File: config.mk
export PLATFORM = sky130hd
export DESIGN_NAME = peripheral_div_param
export DESIGN_NICKNAME = d
export VERILOG_FILES = /design/src/rtl/div_pkg.sv /design/src/rtl/div_seq_core.sv /design/src/rtl/peripheral_div_param.sv
export SDC_FILE = /design/constraint.sdc
export NUM_CORES = 1
export LEC_CHECK = 0
export CORE_ASPECT_RATIO = 1.5
export CORE_MARGIN = 2
export CORE_UTILIZATION = 51
export DETAILED_ROUTE_END_ITERATION = 10
export GPL_ROUTABILITY_DRIVEN = 0
export PLACE_DENSITY = 0.71
export SETUP_SLACK_MARGIN = 0.2
export SKIP_CTS_REPAIR_TIMING = 1
export SLEW_MARGIN = 10
export SYNTH_ARGS = -nofsm -noshare
export SYNTH_HDL_FRONTEND = slang
export SYNTH_SLANG_ARGS = --single-unit
File: constraint.sdc
create_clock -name clk -period 9.35 [get_ports clk]
set_input_delay 2.805 -clock clk [delete_from_list [all_inputs] [get_ports clk]]
set_output_delay 2.805 -clock clk [all_outputs]
set_load 0.005 [all_outputs]
File: src/rtl/div_pkg.sv
// Shared constants for the divider peripheral: register map, CTRL/STATUS
// bit positions and the sequencer state encoding.
package div_pkg;

  localparam logic [2:0] ADDR_DV     = 3'd0;
  localparam logic [2:0] ADDR_DR     = 3'd1;
  localparam logic [2:0] ADDR_CTRL   = 3'd2;
  localparam logic [2:0] ADDR_STATUS = 3'd3;
  localparam logic [2:0] ADDR_QUOT   = 3'd4;
  localparam logic [2:0] ADDR_REM    = 3'd5;
  localparam logic [2:0] ADDR_CLR    = 3'd6;

  localparam int CTRL_START  = 0;
  localparam int CTRL_SIGNED = 1;
  localparam int CTRL_IRQ_EN = 2;

  localparam int STAT_BUSY = 0;
  localparam int STAT_DONE = 1;
  localparam int STAT_DIV0 = 2;

  // Iteration counter is wide enough for WIDTH up to 32.
  localparam int CNT_W = 6;

  typedef enum logic [2:0] {
    ST_IDLE,
    ST_PREP,
    ST_RUN,
    ST_FIX,
    ST_DONE
  } div_state_e;

endpackage

File: src/rtl/div_seq_core.sv
// Sequential restoring divider: one quotient bit per cycle, with sign
// handling around an unsigned magnitude core.
module div_seq_core
  import div_pkg::*;
#(
  parameter int WIDTH = 32
) (
  input  logic             clk,
  input  logic             rst,
  input  logic             start,
  input  logic             signed_mode,
  input  logic [WIDTH-1:0] dv,
  input  logic [WIDTH-1:0] dr,
  output logic             busy,
  output logic             done_pulse,
  output logic             div0,
  output logic [WIDTH-1:0] quot,
  output logic [WIDTH-1:0] rem
);

  div_state_e       state_q, state_d;
  logic [WIDTH-1:0] dv_q, dv_d, dr_q, dr_d, dvsr_q, dvsr_d;
  logic [WIDTH-1:0] quot_q, quot_d, rem_q, rem_d;
  logic [CNT_W-1:0] cnt_q, cnt_d;
  logic             sign_q, sign_d, div0_q, div0_d;
  logic [WIDTH:0]   r_shift, r_diff;

  always_ff @(posedge clk or negedge rst) begin
    if (!rst) begin
      state_q <= ST_IDLE;
      dv_q    <= '0;
      dr_q    <= '0;
      dvsr_q  <= '0;
      quot_q  <= '0;
      rem_q   <= '0;
      cnt_q   <= '0;
      sign_q  <= 1'b0;
      div0_q  <= 1'b0;
    end else begin
      state_q <= state_d;
      dv_q    <= dv_d;
      dr_q    <= dr_d;
      dvsr_q  <= dvsr_d;
      quot_q  <= quot_d;
      rem_q   <= rem_d;
      cnt_q   <= cnt_d;
      sign_q  <= sign_d;
      div0_q  <= div0_d;
    end
  end

  always_comb begin
    state_d    = state_q;
    dv_d       = dv_q;
    dr_d       = dr_q;
    dvsr_d     = dvsr_q;
    quot_d     = quot_q;
    rem_d      = rem_q;
    cnt_d      = cnt_q;
    sign_d     = sign_q;
    div0_d     = div0_q;
    done_pulse = 1'b0;
    // The dividend shifts out of quot_q's top bit into the partial remainder.
    r_shift    = {rem_q, quot_q[WIDTH-1]};
    r_diff     = r_shift - {1'b0, dvsr_q};
    case (state_q)
      ST_IDLE: begin
        if (start) begin
          dv_d    = dv;
          dr_d    = dr;
          sign_d  = signed_mode;
          div0_d  = 1'b0;
          state_d = ST_PREP;
        end
      end
      ST_PREP: begin
        div0_d  = (dr_q == '0);
        quot_d  = (sign_q && dv_q[WIDTH-1]) ? -dv_q : dv_q;
        dvsr_d  = (sign_q && dr_q[WIDTH-1]) ? -dr_q : dr_q;
        rem_d   = '0;
        cnt_d   = '0;
        // Divide-by-zero skips the iterations; FIX substitutes the fixed result.
        state_d = (dr_q == '0) ? ST_FIX : ST_RUN;
      end
      ST_RUN: begin
        if (!r_diff[WIDTH]) begin
          rem_d  = r_diff[WIDTH-1:0];
          quot_d = {quot_q[WIDTH-2:0], 1'b1};
        end else begin
          rem_d  = r_shift[WIDTH-1:0];
          quot_d = {quot_q[WIDTH-2:0], 1'b0};
        end
        cnt_d = cnt_q + 1'b1;
        if (cnt_q == CNT_W'(WIDTH - 1)) state_d = ST_FIX;
      end
      ST_FIX: begin
        if (div0_q) begin
          quot_d = '1;
          rem_d  = dv_q;
        end else begin
          if (sign_q && (dv_q[WIDTH-1] ^ dr_q[WIDTH-1])) quot_d = -quot_q;
          if (sign_q && dv_q[WIDTH-1]) rem_d = -rem_q;
        end
        state_d = ST_DONE;
      end
      ST_DONE: begin
        done_pulse = 1'b1;
        state_d    = ST_IDLE;
      end
      default: state_d = ST_IDLE;
    endcase
  end

  assign busy = (state_q != ST_IDLE);
  assign div0 = div0_q;
  assign quot = quot_q;
  assign rem  = rem_q;

endmodule

File: src/rtl/peripheral_div_param.sv
// Bus-mapped divider peripheral: register decode, result/status registers
// and interrupt around the div_seq_core sequencer.
module peripheral_div_param
  import div_pkg::*;
#(
  parameter int WIDTH     = 32,
  parameter bit SIGNED_EN = 1'b1,
  parameter int clk_freq  = 25000000
) (
  input  logic        clk,
  input  logic        rst,
  input  logic [31:0] d_in,
  input  logic        cs,
  input  logic [4:2]  addr,
  input  logic        rd,
  input  logic        wr,
  output logic [31:0] d_out,
  output logic        irq
);

  if (WIDTH < 8 || WIDTH > 32 || clk_freq <= 0) begin : g_param_check
    $error("peripheral_div_param: unsupported parameter value");
  end

  logic [WIDTH-1:0] dv_q, dv_d, dr_q, dr_d, quot_q, quot_d, rem_q, rem_d;
  logic             signed_q, signed_d, irq_en_q, irq_en_d, done_q, done_d;
  logic             div0_q, div0_d, op_signed_q, op_signed_d, res_signed_q, res_signed_d;
  logic [31:0]      d_out_q, d_out_d, rd_data;
  logic             wr_en, start, start_signed;
  logic             core_busy, core_done, core_div0;
  logic [WIDTH-1:0] core_quot, core_rem;

  function automatic logic [31:0] extend(input logic [WIDTH-1:0] v, input logic sgn);
    return sgn ? 32'(signed'(v)) : 32'(v);
  endfunction

  div_seq_core #(.WIDTH(WIDTH)) u_core (
    .clk        (clk),
    .rst        (rst),
    .start      (start),
    .signed_mode(start_signed),
    .dv         (dv_q),
    .dr         (dr_q),
    .busy       (core_busy),
    .done_pulse (core_done),
    .div0       (core_div0),
    .quot       (core_quot),
    .rem        (core_rem)
  );

  always_ff @(posedge clk or negedge rst) begin
    if (!rst) begin
      dv_q         <= '0;
      dr_q         <= '0;
      quot_q       <= '0;
      rem_q        <= '0;
      signed_q     <= 1'b0;
      irq_en_q     <= 1'b0;
      done_q       <= 1'b0;
      div0_q       <= 1'b0;
      op_signed_q  <= 1'b0;
      res_signed_q <= 1'b0;
      d_out_q      <= '0;
    end else begin
      dv_q         <= dv_d;
      dr_q         <= dr_d;
      quot_q       <= quot_d;
      rem_q        <= rem_d;
      signed_q     <= signed_d;
      irq_en_q     <= irq_en_d;
      done_q       <= done_d;
      div0_q       <= div0_d;
      op_signed_q  <= op_signed_d;
      res_signed_q <= res_signed_d;
      d_out_q      <= d_out_d;
    end
  end

  always_comb begin
    wr_en        = cs & wr;
    start        = wr_en && (addr == ADDR_CTRL) && d_in[CTRL_START] && !core_busy;
    start_signed = SIGNED_EN & d_in[CTRL_SIGNED];
    dv_d         = dv_q;
    dr_d         = dr_q;
    quot_d       = quot_q;
    rem_d        = rem_q;
    signed_d     = signed_q;
    irq_en_d     = irq_en_q;
    done_d       = done_q;
    div0_d       = div0_q;
    op_signed_d  = op_signed_q;
    res_signed_d = res_signed_q;
    if (wr_en) begin
      case (addr)
        ADDR_DV: dv_d = d_in[WIDTH-1:0];
        ADDR_DR: dr_d = d_in[WIDTH-1:0];
        ADDR_CTRL: begin
          signed_d = start_signed;
          irq_en_d = d_in[CTRL_IRQ_EN];
        end
        ADDR_CLR: begin
          if (d_in[0]) begin
            done_d = 1'b0;
            div0_d = 1'b0;
          end
        end
        default: ;
      endcase
    end
    if (start) begin
      done_d      = 1'b0;
      div0_d      = 1'b0;
      op_signed_d = start_signed;
    end
    // Completion is checked last so it wins over a same-cycle CLR.
    if (core_done) begin
      done_d       = 1'b1;
      div0_d       = core_div0;
      quot_d       = core_quot;
      rem_d        = core_rem;
      res_signed_d = op_signed_q;
    end
  end

  always_comb begin
    rd_data = '0;
    case (addr)
      ADDR_STATUS: begin
        rd_data[STAT_BUSY] = core_busy;
        rd_data[STAT_DONE] = done_q;
        rd_data[STAT_DIV0] = div0_q;
      end
      ADDR_QUOT: rd_data = extend(quot_q, res_signed_q);
      ADDR_REM:  rd_data = extend(rem_q, res_signed_q);
      default:   rd_data = '0;
    endcase
    d_out_d = (cs & rd) ? rd_data : 32'h0;
  end

  assign d_out = d_out_q;
  assign irq   = done_q & irq_en_q;

endmodule

==> results of run 1 <==
per-layer routing:
layer	vias up	global-route usage [%]
met5	-	0
met4	0	13.2
met3	149	3.77
met2	581	43.6
met1	6895	32.3
li1	6493	-
registers in the layout (all words and copies together) (netlist names):
register and count:
u_core.sign_q 1, quot_q 32, u_core.quot 32, div0_q 1, irq_en_q 1, u_core.dr_q 32
u_core.rem 32, dv_q 32, d_out 32, u_core.cnt_q 6, dr_q 32, u_core.div0 1
rem_q 32, done_q 1, u_core.dvsr_q 32, u_core.dv_q 32, u_core.state_q 3
where the power goes:
group	switching, mW	internal (mW)
clock network	0.558	0.818
logic	1.24	0.955
registers	0.472	1.73
total	2.27	3.51
cells in the mapped netlist (12+ instances only):
master    count  share of area, %
clkbuf_1     89               1.9
dfrtp_1     334                47
nor3_1       39               1.1
ha_1         37               2.6
o21a_1       12              0.50
a31oi_1      20              0.70
o21ai_0     139               3.9
xor2_1       49               2.4
xnor2_1      48               2.4
or3_1        23              0.80
nor4_1       20              0.70
nor2_1      145               3.0
inv_1        55               1.2
mux2i_1      25               1.4
a21o_1       12              0.50
nand2_1     152               3.2
a22oi_1      54               2.3
o21ai_1      14              0.39
a21oi_1      88               2.5
o221ai_1     25               1.2
nand3_1      23              0.64
mux2_2      194                12
nand2b_1     18              0.63
area by class of cell:
| type | count | share of cell area [%] |
|---|---|---|
| flip-flops and latches | 334 | 41.5 |
| multi-input cells | 1291 | 44.3 |
| clock buffers | 51 | 5.30 |
| inverters | 56 | 1.04 |
| repair buffers | 95 | 4.52 |
| well taps | 473 | 2.94 |
| clock inverters | 8 | 0.385 |
how the worst max path moves through the flow:
stage,startpoint,to,cells past startpoint
floorplan,addr[2],u_core.dr_q[10],7
global placement,addr[2],u_core.dr_q[19],7
detailed placement,addr[2],u_core.dv_q[29],7
CTS,addr[2],u_core.dr_q[19],7
global route,addr[2],u_core.dv_q[21],7
finish,addr[2],u_core.dr_q[19],7
kinds of logic after synthesis:
group                    after synthesis  synth area share, %
AND/OR/NAND/NOR                      484                 12.6
AO/OA/AOI/OAI                        451                 15.9
flip-flops                           334                 46.8
multiplexers                         220                 13.7
buffers and inverters                160                 3.46
XOR/XNOR                              98                 4.84
adder cells (fa/ha/maj)               38                 2.70
through the flow:
stage	setup slack (ps)	cells	instance area, um2	utilization (%)
floorplan	4450	1785	17900	-
global placement	4000	2249	19000	54.6
detailed placement	3990	2249	19000	54.6
CTS	4510	2308	20200	57.9
global route	4300	2308	20200	57.9
finish	4470	2308	20200	57.9
worst register-to-register path, stage by stage (launching register included):
cell and delay, ps:
dfrtp_1 470, inv_1 160, ha_1 270, fa_1 390, nand2b_1 200, a21oi_1 350
o21ai_1 290, and3_1 280, o31ai_2 410, xor2_4 160, buf_4 500, nor2_1 130
a221oi_1 750, o21ai_1 150
==> results.md, run 1 <==
Timing:
- The worst hold-check slack is between 400 and 500 ps.
- Derived from the worst setup path, the maximum achievable clock frequency is approximately 0.20 GHz.
- The headroom to the max-slew limit is about 28%.
- For the pin with the worst max-slew slack, the measured transition is roughly 1100 ps.
- The max-slew violation count came to 0.
- For the finished layout, the period the worst path requires is between 4000 and 5000 ps.
- Setup repair after global routing left no endpoint under its margin.
- For the final database, setup skew stands at approximately 14 ps.
- In the finished design, the share of the clock period the worst path needs comes to between 50% and 60%.
- The setup TNS is 0 ps.
- The number of hold-slack violations in the final timing report came to 0.
- The final number of setup-violating endpoints is 0.

Critical path:
- The setup check on the worst reg-to-reg path leaves a slack of about 4700 ps.
- The critical path goes through clkdlybuf4s50_1 > inv_1 > and3_1 > nand2b_1 > nor4_2 > buf_4 > mux2_2.
- In this run the critical register-to-register path is captured at u_core.rem[26].
- The highest cell delay on the worst timing path is between 700 and 800 ps.
- The maximum fanout along the worst path is roughly 70.
- The critical path class is in -> reg.
- STA classifies the critical path startpoint as an input port.
- The required time of the critical path is between 9000 and 10000 ps.
- The worst register-to-register path begins at u_core.quot[31].
- The dominant delay contributor by cell family on the critical path is buffers and inverters.
- The number of cells on the worst reg-to-reg path is 13.
- The endpoint arrival time on the critical path is ~5300 ps.
- The buffers plus inverters on the worst setup path is 3.
- STA classifies the critical path endpoint as a flip-flop.
- For this design, the slowest cell found on the critical path is buf_4.

Route:
- The detail route stage leaves a number of antenna-violating nets equal to 0.
- In this run, the number of DRC markers left after iteration 0 of detailed routing was 870.
- The wire length on met2 is 22900 um.
- The routed length per instance is ~20 um.
- For this block, the via count after detailed routing is about 14000.
- The met1 layer wirelength in the final routing is 18400 um.
- After detailed routing, the met3 layer carries a little under 3000 um of wire.
- Summed over all layers, the routed wires come to 46600 um.
- The remaining design rule violation count is 0.
- Before antenna repair, the detailed router went through 5 iterations.
- The highest metal layer used by the detailed router is met4.
- The routed via count divided by cell count is 6.12.

Floorplanning:
- The floorplan row count is 84.
- The total area inside the core boundary comes to around 35000 um2.
- The die footprint is 36600 um2.
- For this design the top-level I/O count stands at 73.
- For this configuration, the core starts out at a cell density of around half.
- The vertical extent of the die is 233 um.
- The die width is around 160 um.

Clock network:
- The clock transition at the registers of the reported paths is roughly 60 ps.
- The clock sink count is around 330.
- The clock tree root buffer cell is clkbuf_16.
- The clock buffer count from CTS is 34.
- TritonCTS built the clock tree.
- The clock latency at the later pin of the worst-skew pair is 520 ps.
- The longest clock path from root to sink contains 3 buffers.
- The H-tree was split into 2 levels.

Finish:
- Leaving out fill and tap cells, the most frequent cell in the layout is dfrtp_1.
- The number of filler cells placed in the layout is roughly 3000.
- 0 antenna diodes ended up in the layout.
- The share of cells above drive strength 1 is between 10% and 20%.
- The sequential cell area is about 8400 um2.
- The multi-input gate area in the final layout is 8940 um2.
- The top cell types in the final layout, fill and taps aside, are dfrtp_1 (333), mux2_2 (194), nand2_1 (152).
- The net count of the finished layout is between 1500 and 2000.
- From synthesis to final layout, the design area changed by 12.8%.

Hold path:
- The class of the most critical hold timing path is reg -> reg.
- The worst hold path depth is 2.
- In this run the most critical hold path is launched from u_core.dvsr_q[11].
- For hold timing, the worst endpoint is u_core.dvsr_q[11].

Placement:
- The wire-length estimate of the detail-placed layout is roughly 33000 um.
- The count of input and output buffers is 72.

Synthesis:
- After synthesis the netlist holds a flip-flop and latch count of 334.
- The dominant synthesized flop cell is dfrtp_1.
- The number of distinct standard cells referenced by the synthesized netlist is 71.
- The post-synthesis instance total is 1785.
- A synthesized cell averages roughly 10 um2.
- Of the synthesized area, sequential elements account for 46.8%.
- The async set or reset register ratio after synthesis is 100%.
- The synthesized netlist net count is 1863.
- For this run, the number of Yosys warnings is 0.
- The cell area after synthesis is about 18000 um2.
- Yosys mapped a number of flops with a built-in enable equal to 0.

Power and ir drop:
- The worst supply voltage drop on vdd is between 0.15 and 0.2 mV.
- In this run the static leakage power is just under 9 nW.
- The design draws about 5.8 mW.
- Power spread over the standard cell area amounts to ~290 nW/um2.

Global routing:
- The first global-routing pass estimated 74600 um of wire.
- The initial antenna violation count is 0.
- The number of global-route vias before repair came to 13707.
- The global route total overflow is 0.
- Global routing consumed, over all layers together, 25.9% of the routing resources.
- The pin count of the biggest net entering global routing is approximately 190.

Run status:
- The run finished with clean final reports.

Job:
- The max-capacitance violation count is 0.
(Power assumes the default switching activity.)
==> inputs of run 2 (changes only) <==
--- a/config.mk
+++ b/config.mk
@@ -10,7 +10,7 @@
 export CORE_UTILIZATION = 51
 export DETAILED_ROUTE_END_ITERATION = 10
 export GPL_ROUTABILITY_DRIVEN = 0
-export PLACE_DENSITY = 0.71
+export PLACE_DENSITY = 0.73
 export SETUP_SLACK_MARGIN = 0.2
 export SKIP_CTS_REPAIR_TIMING = 1
 export SLEW_MARGIN = 10
==> constraint.sdc (replaced) <==
create_clock -name clk -period 4.3 [get_ports clk]
set_input_delay 1.29 -clock clk [delete_from_list [all_inputs] [get_ports clk]]
set_output_delay 1.29 -clock clk [all_outputs]
set_load 0.005 [all_outputs]
==> run 2 against run 1 <==
Effect of this change:
- hold slack lost 1.4 ps
- die area is the same
- final cell count up 0.61%
- worst setup slack worse by 3900 ps
- non-clock buffer count is 13 higher
- critical path depth increased by 6
- count of clock-buffer cells in the layout decreased by 5
- global-route usage increased by 0.72 points
- largest cell class unchanged
- largest power group is now combinational cells
==> results.md, run 2 (synthesized netlist as in run 1, its figures left out) <==
Run status:
- The flow ran to the end, and the final reports show no timing, DRC or antenna violations.

Finish:
- The library cell used most frequently in the layout, excluding fill and tap cells, is dfrtp_1.
- The number of antenna cells inserted is 0 (unchanged).
- The share of cells above drive strength 1 is 16.5% (+0.58 points).
- The library cells used most frequently in the layout, excluding fill and tap cells, are dfrtp_1 (333), mux2_2 (194), nand2_1 (152).
- The number of filler cells placed in the layout is 2963 (-0.80%).
- The net count of the finished layout is 1903 (+0.69%).
- The synthesis-to-layout area growth is 13.6%.
- The final non-filler cell total is 2322 (+0.61%).

Route:
- The remaining design rule violation count is 0 (unchanged).
- The routed length per instance is 20.5 um (+1.4%).
- The total length of routed met3 wires is 2960 um (+0.92%).
- The total number of vias is 14119 (+0.0071%).
- The total length of routed wires was 47500 um (+2.0%).
- The DRC marker count from the first detailed-route iteration is 977 (+12%).
- The met1 layer wirelength in the final routing is 18900 um (+2.8%).
- The detailed-router iteration count before antenna repair came to 5 (unchanged).
- The routed via count divided by cell count is 6.08 (-0.60%).
- The highest metal layer used by the detailed router is met4.
- The wire length on met2 is 23100 um (+0.97%).
- The remaining antenna violation count is 0 (unchanged).

Power and ir drop:
- The areal power density over the cells came to 625 nW/um2 (+120%).
- The worst supply voltage drop on vdd came to 0.401 mV (+110%).
- The static leakage came to 8.81 nW (+0.97%).

Floorplanning:
- The floorplan row count is 84 (unchanged).
- The starting utilization of the core area is 51.4% (unchanged).
- The die width is 157 um (unchanged).
- The die footprint is 36600 um2 (unchanged).
- The vertical extent of the die was 233 um (unchanged).
- The number of ports placed on the die boundary came to 73 (unchanged).
- The floorplan core area was 34800 um2 (unchanged).

Global routing:
- The wire length of the first global-routing pass came to 76300 um (+2.3%).
- The global route total overflow is 0 (unchanged).
- The pin count of the biggest net entering global routing was 90 (-52%).
- The initial antenna violation count was 0 (unchanged).
- The total global routing track utilization came to 26.6% (+0.72 points).
- The number of global-route vias before repair was 14094 (+2.8%).

Timing:
- Based on the critical path, the design can be clocked at up to ~0.27 GHz.
- The slew at the pin closest to its max-slew limit was 1170 ps (+91.7 ps).
- The final number of setup-violating endpoints is 0 (unchanged).
- The max-slew violation count is 0 (unchanged).
- Setup repair after global routing left no endpoint under its margin.
- The final clock period utilization by the worst path is slightly below 90%.
- The number of hold-slack violations in the final timing report was 0 (unchanged).
- The headroom to the max-slew limit is 21.7% (-5.9 points).
- The final critical-path setup slack is 533 ps (-3930 ps).
- The minimum period implied by the final worst setup slack is 3770 ps.
- The setup TNS is 0 ps (unchanged).
- The worst clock skew on the final layout came to 19.0 ps (+4.71 ps).

Placement:
- The worst slack at placement was 611 ps (-3380 ps).
- The count of input and output buffers came to 72 (unchanged).
- The total placed cells including tap cells came to 2262 (+0.58%).
- The HPWL after detailed placement was 33900 um (+1.7%).

Clock network:
- The clock buffer count from CTS is 34 (unchanged).
- The clock tree root buffer cell is clkbuf_16.
- The clock latency at the later pin of the worst-skew pair came to 540 ps (+20 ps).
- The clock tree from TritonCTS is done.
- The clock transition at the registers of the reported paths came to 70 ps (about the same).
- The clock sink count is 334 (unchanged).
- The worst-case clock buffer depth came to 3 (unchanged).
- The maximum level of the CTS H-tree is 2 (unchanged).

Critical path:
- The largest individual stage delay along the critical path comes from the cell xor2_4.
- The dominant delay contributor by cell family on the critical path is compound AO/OA/AOI/OAI gates.
- The endpoint kind of the worst setup timing path is a flip-flop.
- The worst setup path is of the reg -> reg kind.
- The maximum fanout along the worst path was 32 (-56%).
- The endpoint arrival time on the critical path was 4220 ps (-1060 ps).
- The highest cell delay on the worst timing path was 430 ps (-290 ps).
- The startpoint type of the worst setup path is a flip-flop.
- The critical path goes through inv_1 > ha_1 > fa_1 > nand2b_1 > a21oi_1 > o21ai_1 > and3_1 > o31ai_2 > xor2_4 > buf_12 > nand3_1 > mux2_2 > o211ai_1.
- The buffers plus inverters on the worst setup path is 2 (-1).
- The required time of the critical path is 4750 ps (-5000 ps).

Job:
- The max-capacitance violation count was 0 (unchanged).

Hold path:
- The class of the most critical hold timing path is reg -> reg.
-- run 2: layout make-up --
| cell class | instances | area, um2 | share of cell area, % |
|---|---|---|---|
| Multi-Input combinational cell | 1291 | 8930 | 44.0 |
| Tap cell | 473 | 592 | 2.91 |
| Sequential cell | 334 | 8360 | 41.2 |
| Clock inverter | 14 | 169 | 0.832 |
| Timing Repair Buffer | 108 | 1060 | 5.21 |
| Clock buffer | 46 | 990 | 4.87 |
| Inverter | 56 | 210 | 1.03 |
-- run 2: through the flow --
stage	instance area, um2	utilization, %	total power, mW	hold slack [ps]
2_1_floorplan	17900	-	8.05	444
3_3_place_gp	19200	55.1	9.29	461
3_5_place_dp	19200	55.1	9.50	470
4_1_cts	20300	58.4	12.6	484
5_1_grt	20300	58.4	13.4	510
6_report	20300	58.4	12.7	477
-- run 2: path summary, 6_finish.rpt --
kind,start,to,slack (ps),depth (start not counted)
worst max-delay path,u_core.quot[31],u_core.rem[25],530,13
worst min-delay path,u_core.dvsr_q[17],u_core.dvsr_q[17],480,2
worst max register to register,u_core.quot[31],u_core.rem[25],530,13
worst min register to register,u_core.dvsr_q[17],u_core.dvsr_q[17],480,2
max in group asynchronous,rst,u_core.dr_q[7],2710,2
min in group asynchronous,rst,d_out[20],700,1
-- run 2: power breakdown --
group | switching, mW | internal, mW | total [mW] | leakage (nW)
Clock | 1.29 | 1.81 | 3.10 | 0.553
Sequential | 0.912 | 3.77 | 4.69 | 4.38
Combinational | 2.75 | 2.15 | 4.90 | 3.88
-- run 2: worst reg2reg max path: stages, from the launching register on --
cell and delay (ps):
dfrtp_1 400, inv_1 90, ha_1 230, fa_1 400, nand2b_1 190, a21oi_1 360, o21ai_1 210, and3_1 230
o31ai_2 400, xor2_4 430, buf_12 280, nand3_1 110, mux2_2 270, o211ai_1 90
-- run 2: routing by layer --
metal  track usage, %  up-vias
met5                0        -
met4             13.9        0
met3             3.64      166
met2             44.7      554
met1             33.2     6875
li1                 -     6524
==> inputs of run 3 (changes only) <==
--- a/config.mk
+++ b/config.mk
@@ -10,6 +10,7 @@
 export CORE_UTILIZATION = 51
 export DETAILED_ROUTE_END_ITERATION = 10
 export GPL_ROUTABILITY_DRIVEN = 0
+export GPL_TIMING_DRIVEN = 0
 export PLACE_DENSITY = 0.73
 export SETUP_SLACK_MARGIN = 0.2
 export SKIP_CTS_REPAIR_TIMING = 1
==> run 3 against run 2 <==
Effect of this change:
- die area unchanged
- hold slack better by 2.4 ps
- routed wire length up 15%
- critical endpoint is now u_core.rem[18]
- clock skew up 3.3 ps
- cell area up 0.92%
- sequential power up 1%
- non-clock buffer count up 76
- final cell count up 3.2%
- critical path type unchanged
- power up 4.0%
- largest power group unchanged
- critical path depth unchanged
==> results.md, run 3 (synthesized netlist as in run 1, its figures left out) <==
Clock network:
- The clock tree root buffer cell is clkbuf_16.
- The clock sink count is 334 (unchanged).
- The worst-case clock buffer depth is 3 (unchanged).
- The maximum level of the CTS H-tree is 2 (unchanged).
- The clock tree from TritonCTS is done.
- The clock latency at the later pin of the worst-skew pair is 530 ps (about the same).
- The clock buffer count from CTS is 34 (unchanged).
- The clock transition at the registers of the reported paths came to 60 ps (about the same).

Power and ir drop:
- The total internal power was 7.76 mW (+0.36%).
- The switching portion of total power is 41.2% (+2.1 points).
- The areal power density over the cells is 644 nW/um2 (+3.1%).
- The register share of total power is 35.9% (-1.0 points).
- The clock network fraction of design power is 23.1% (-1.4 points).
- The net switching component of the power is 5.44 mW (+9.7%).
- The static leakage was 8.83 nW (+0.19%).
- The proportion of power drawn by combinational gates is 41.0% (+2.4 points).
- The worst supply voltage drop on vdd came to 0.418 mV (+4.2%).

Finish:
- The multi-input gate area in the final layout is 8930 um2 (about the same).
- The most common cell after layout, fill and taps aside is dfrtp_1.
- The sequential cell area is 8360 um2 (about the same).
- The number of filler cells placed in the layout is 2940 (-0.78%).
- The share of cells above drive strength 1 is 14.7% (-1.8 points).
- The library cells used most frequently in the layout, excluding fill and tap cells, are dfrtp_1 (334), mux2_2 (194), nand2_1 (152).
- Compared with the post-synthesis result, the final layout area differs by 14.7%.
- The number of antenna cells inserted came to 0 (unchanged).
- The net count of the finished layout is 1979 (+4.0%).
- The final standard cell utilization of the core is 58.9% (+0.54 points).
- The final non-filler cell total is 2397 (+3.2%).

Global routing:
- The number of global-route vias before repair is 15131 (+7.4%).
- The global route total overflow came to 0 (unchanged).
- The total global routing track utilization came to 30.3% (+3.8 points).
- The wire length of the first global-routing pass is 84200 um (+10%).
- The initial antenna violation count is 0 (unchanged).
- The pin count of the biggest net entering global routing came to 108 (+20%).

Timing:
- The final clock period utilization by the worst path was 94.7% (+7.1 points).
- Setup repair after global routing left no endpoint under its margin.
- The headroom to the max-slew limit is 20.8% (-0.96 points).
- The achievable clock frequency is 0.246 GHz (-7.5%).
- The max-slew violation count came to 0 (unchanged).
- The worst clock skew on the final layout is 22.3 ps (+3.30 ps).
- The number of hold-slack violations in the final timing report came to 0 (unchanged).
- The final number of setup-violating endpoints came to 0 (unchanged).
- The worst hold-check slack is 479 ps (+2.38 ps).
- The minimum period implied by the final worst setup slack is 4070 ps (+304 ps).
- The slew at the pin closest to its max-slew limit is 1180 ps (+5.25 ps).

Critical path:
- The required time of the critical path is 4730 ps (-20 ps).
- The endpoint arrival time on the critical path is 4500 ps (+280 ps).
- The worst setup path is of the reg -> reg kind.
- The startpoint type of the worst setup path is a flip-flop.
- The worst setup path is captured at a flip-flop.
- The maximum fanout along the worst path was 10 (-69%).

Floorplanning:
- The die footprint came to 36600 um2 (unchanged).
- The floorplan core area is 34800 um2 (unchanged).
- The floorplan row count came to 84 (unchanged).
- The die width was 157 um (unchanged).
- The starting utilization of the core area is 51.4% (unchanged).
- The number of ports placed on the die boundary is 73 (unchanged).
- The vertical extent of the die is 233 um (unchanged).

Route:
- The total number of vias is 15068 (+6.7%).
- The detailed-router iteration count before antenna repair is 6 (+1).
- The DRC marker count from the first detailed-route iteration is 1270 (+30%).
- The routed length per instance is 22.8 um (+12%).
- The total length of routed wires was 54700 um (+15%).
- The remaining antenna violation count was 0 (unchanged).
- The routed via count divided by cell count is 6.29 (+3.4%).
- The remaining design rule violation count is 0 (unchanged).

Hold path:
- The class of the most critical hold timing path is reg -> reg.

Placement:
- The count of input and output buffers is 71 (-1.4%).
- The HPWL after detailed placement is 40600 um (+20%).
- The total placed cells including tap cells is 2334 (+3.2%).

Run status:
- The flow ran to the end, and the final reports show no timing, DRC or antenna violations.

Job:
- The max-capacitance violation count came to 0 (unchanged).
[run 3: cell type report]
class | instances | share of cell area [%]
Inverter | 56 | 1.03
Tap cell | 473 | 2.89
Clock buffer | 46 | 4.97
Sequential cell | 334 | 40.8
Clock inverter | 13 | 0.647
Multi-Input combinational cell | 1291 | 43.6
Buffer | 104 | 2.00
Timing Repair Buffer | 80 | 4.13
[run 3: power by group through the flow]
stage / clock (mW) / combinational, mW / sequential, mW
global route: 3.21 / 5.80 / 4.77
CTS: 3.09 / 5.10 / 4.66
floorplan: 0 / 3.76 / 4.30
detailed placement: 0 / 5.06 / 4.71
finish: 3.05 / 5.41 / 4.74
global placement: 0 / 4.93 / 4.69
[run 3: metal layers]
metal	part of all wire, %	track usage, %	vias to the layer above
met5	0	0	-
met4	9.1	23.6	0
met3	8.2	6.07	345
met2	48	50.5	840
met1	35	33.9	7202
li1	-	-	6681
[run 3: metrics by stage]
step	instance area (um2)	worst slack (ps)	TNS, ps	power (mW)
after floorplan	17900	918	0	8.05
after global placement	19200	-12200	-4087280	9.62
after detailed placement	19300	85.9	0	9.77
after CTS	20400	43.5	0	12.8
after global routing	20500	140	0	13.8
final	20500	229	0	13.2
[run 3: worst paths after layout]
check                                       from          endpoint  slack [ps]  cells past startpoint
worst max register to register   u_core.quot[31]    u_core.rem[18]         230                     13
worst min-delay path            u_core.dvsr_q[6]  u_core.dvsr_q[6]         480                      2
worst min register to register  u_core.dvsr_q[6]  u_core.dvsr_q[6]         480                      2
max in group asynchronous                    rst           dv_q[8]        2360                      3
worst max-delay path             u_core.quot[31]    u_core.rem[18]         230                     13
min in group asynchronous                    rst         d_out[19]         690                      1
[run 3: worst max-delay path, stage by stage, from the launching register on]
cell and delay, ps:
dfrtp_1 470, inv_1 150, ha_1 260, fa_1 380, nand2b_1 220, a21oi_2 280, o21ai_1 220, and3_1 270
o31ai_2 400, xor2_4 420, buf_4 200, buf_2 320, o211ai_1 120, a21oi_1 250
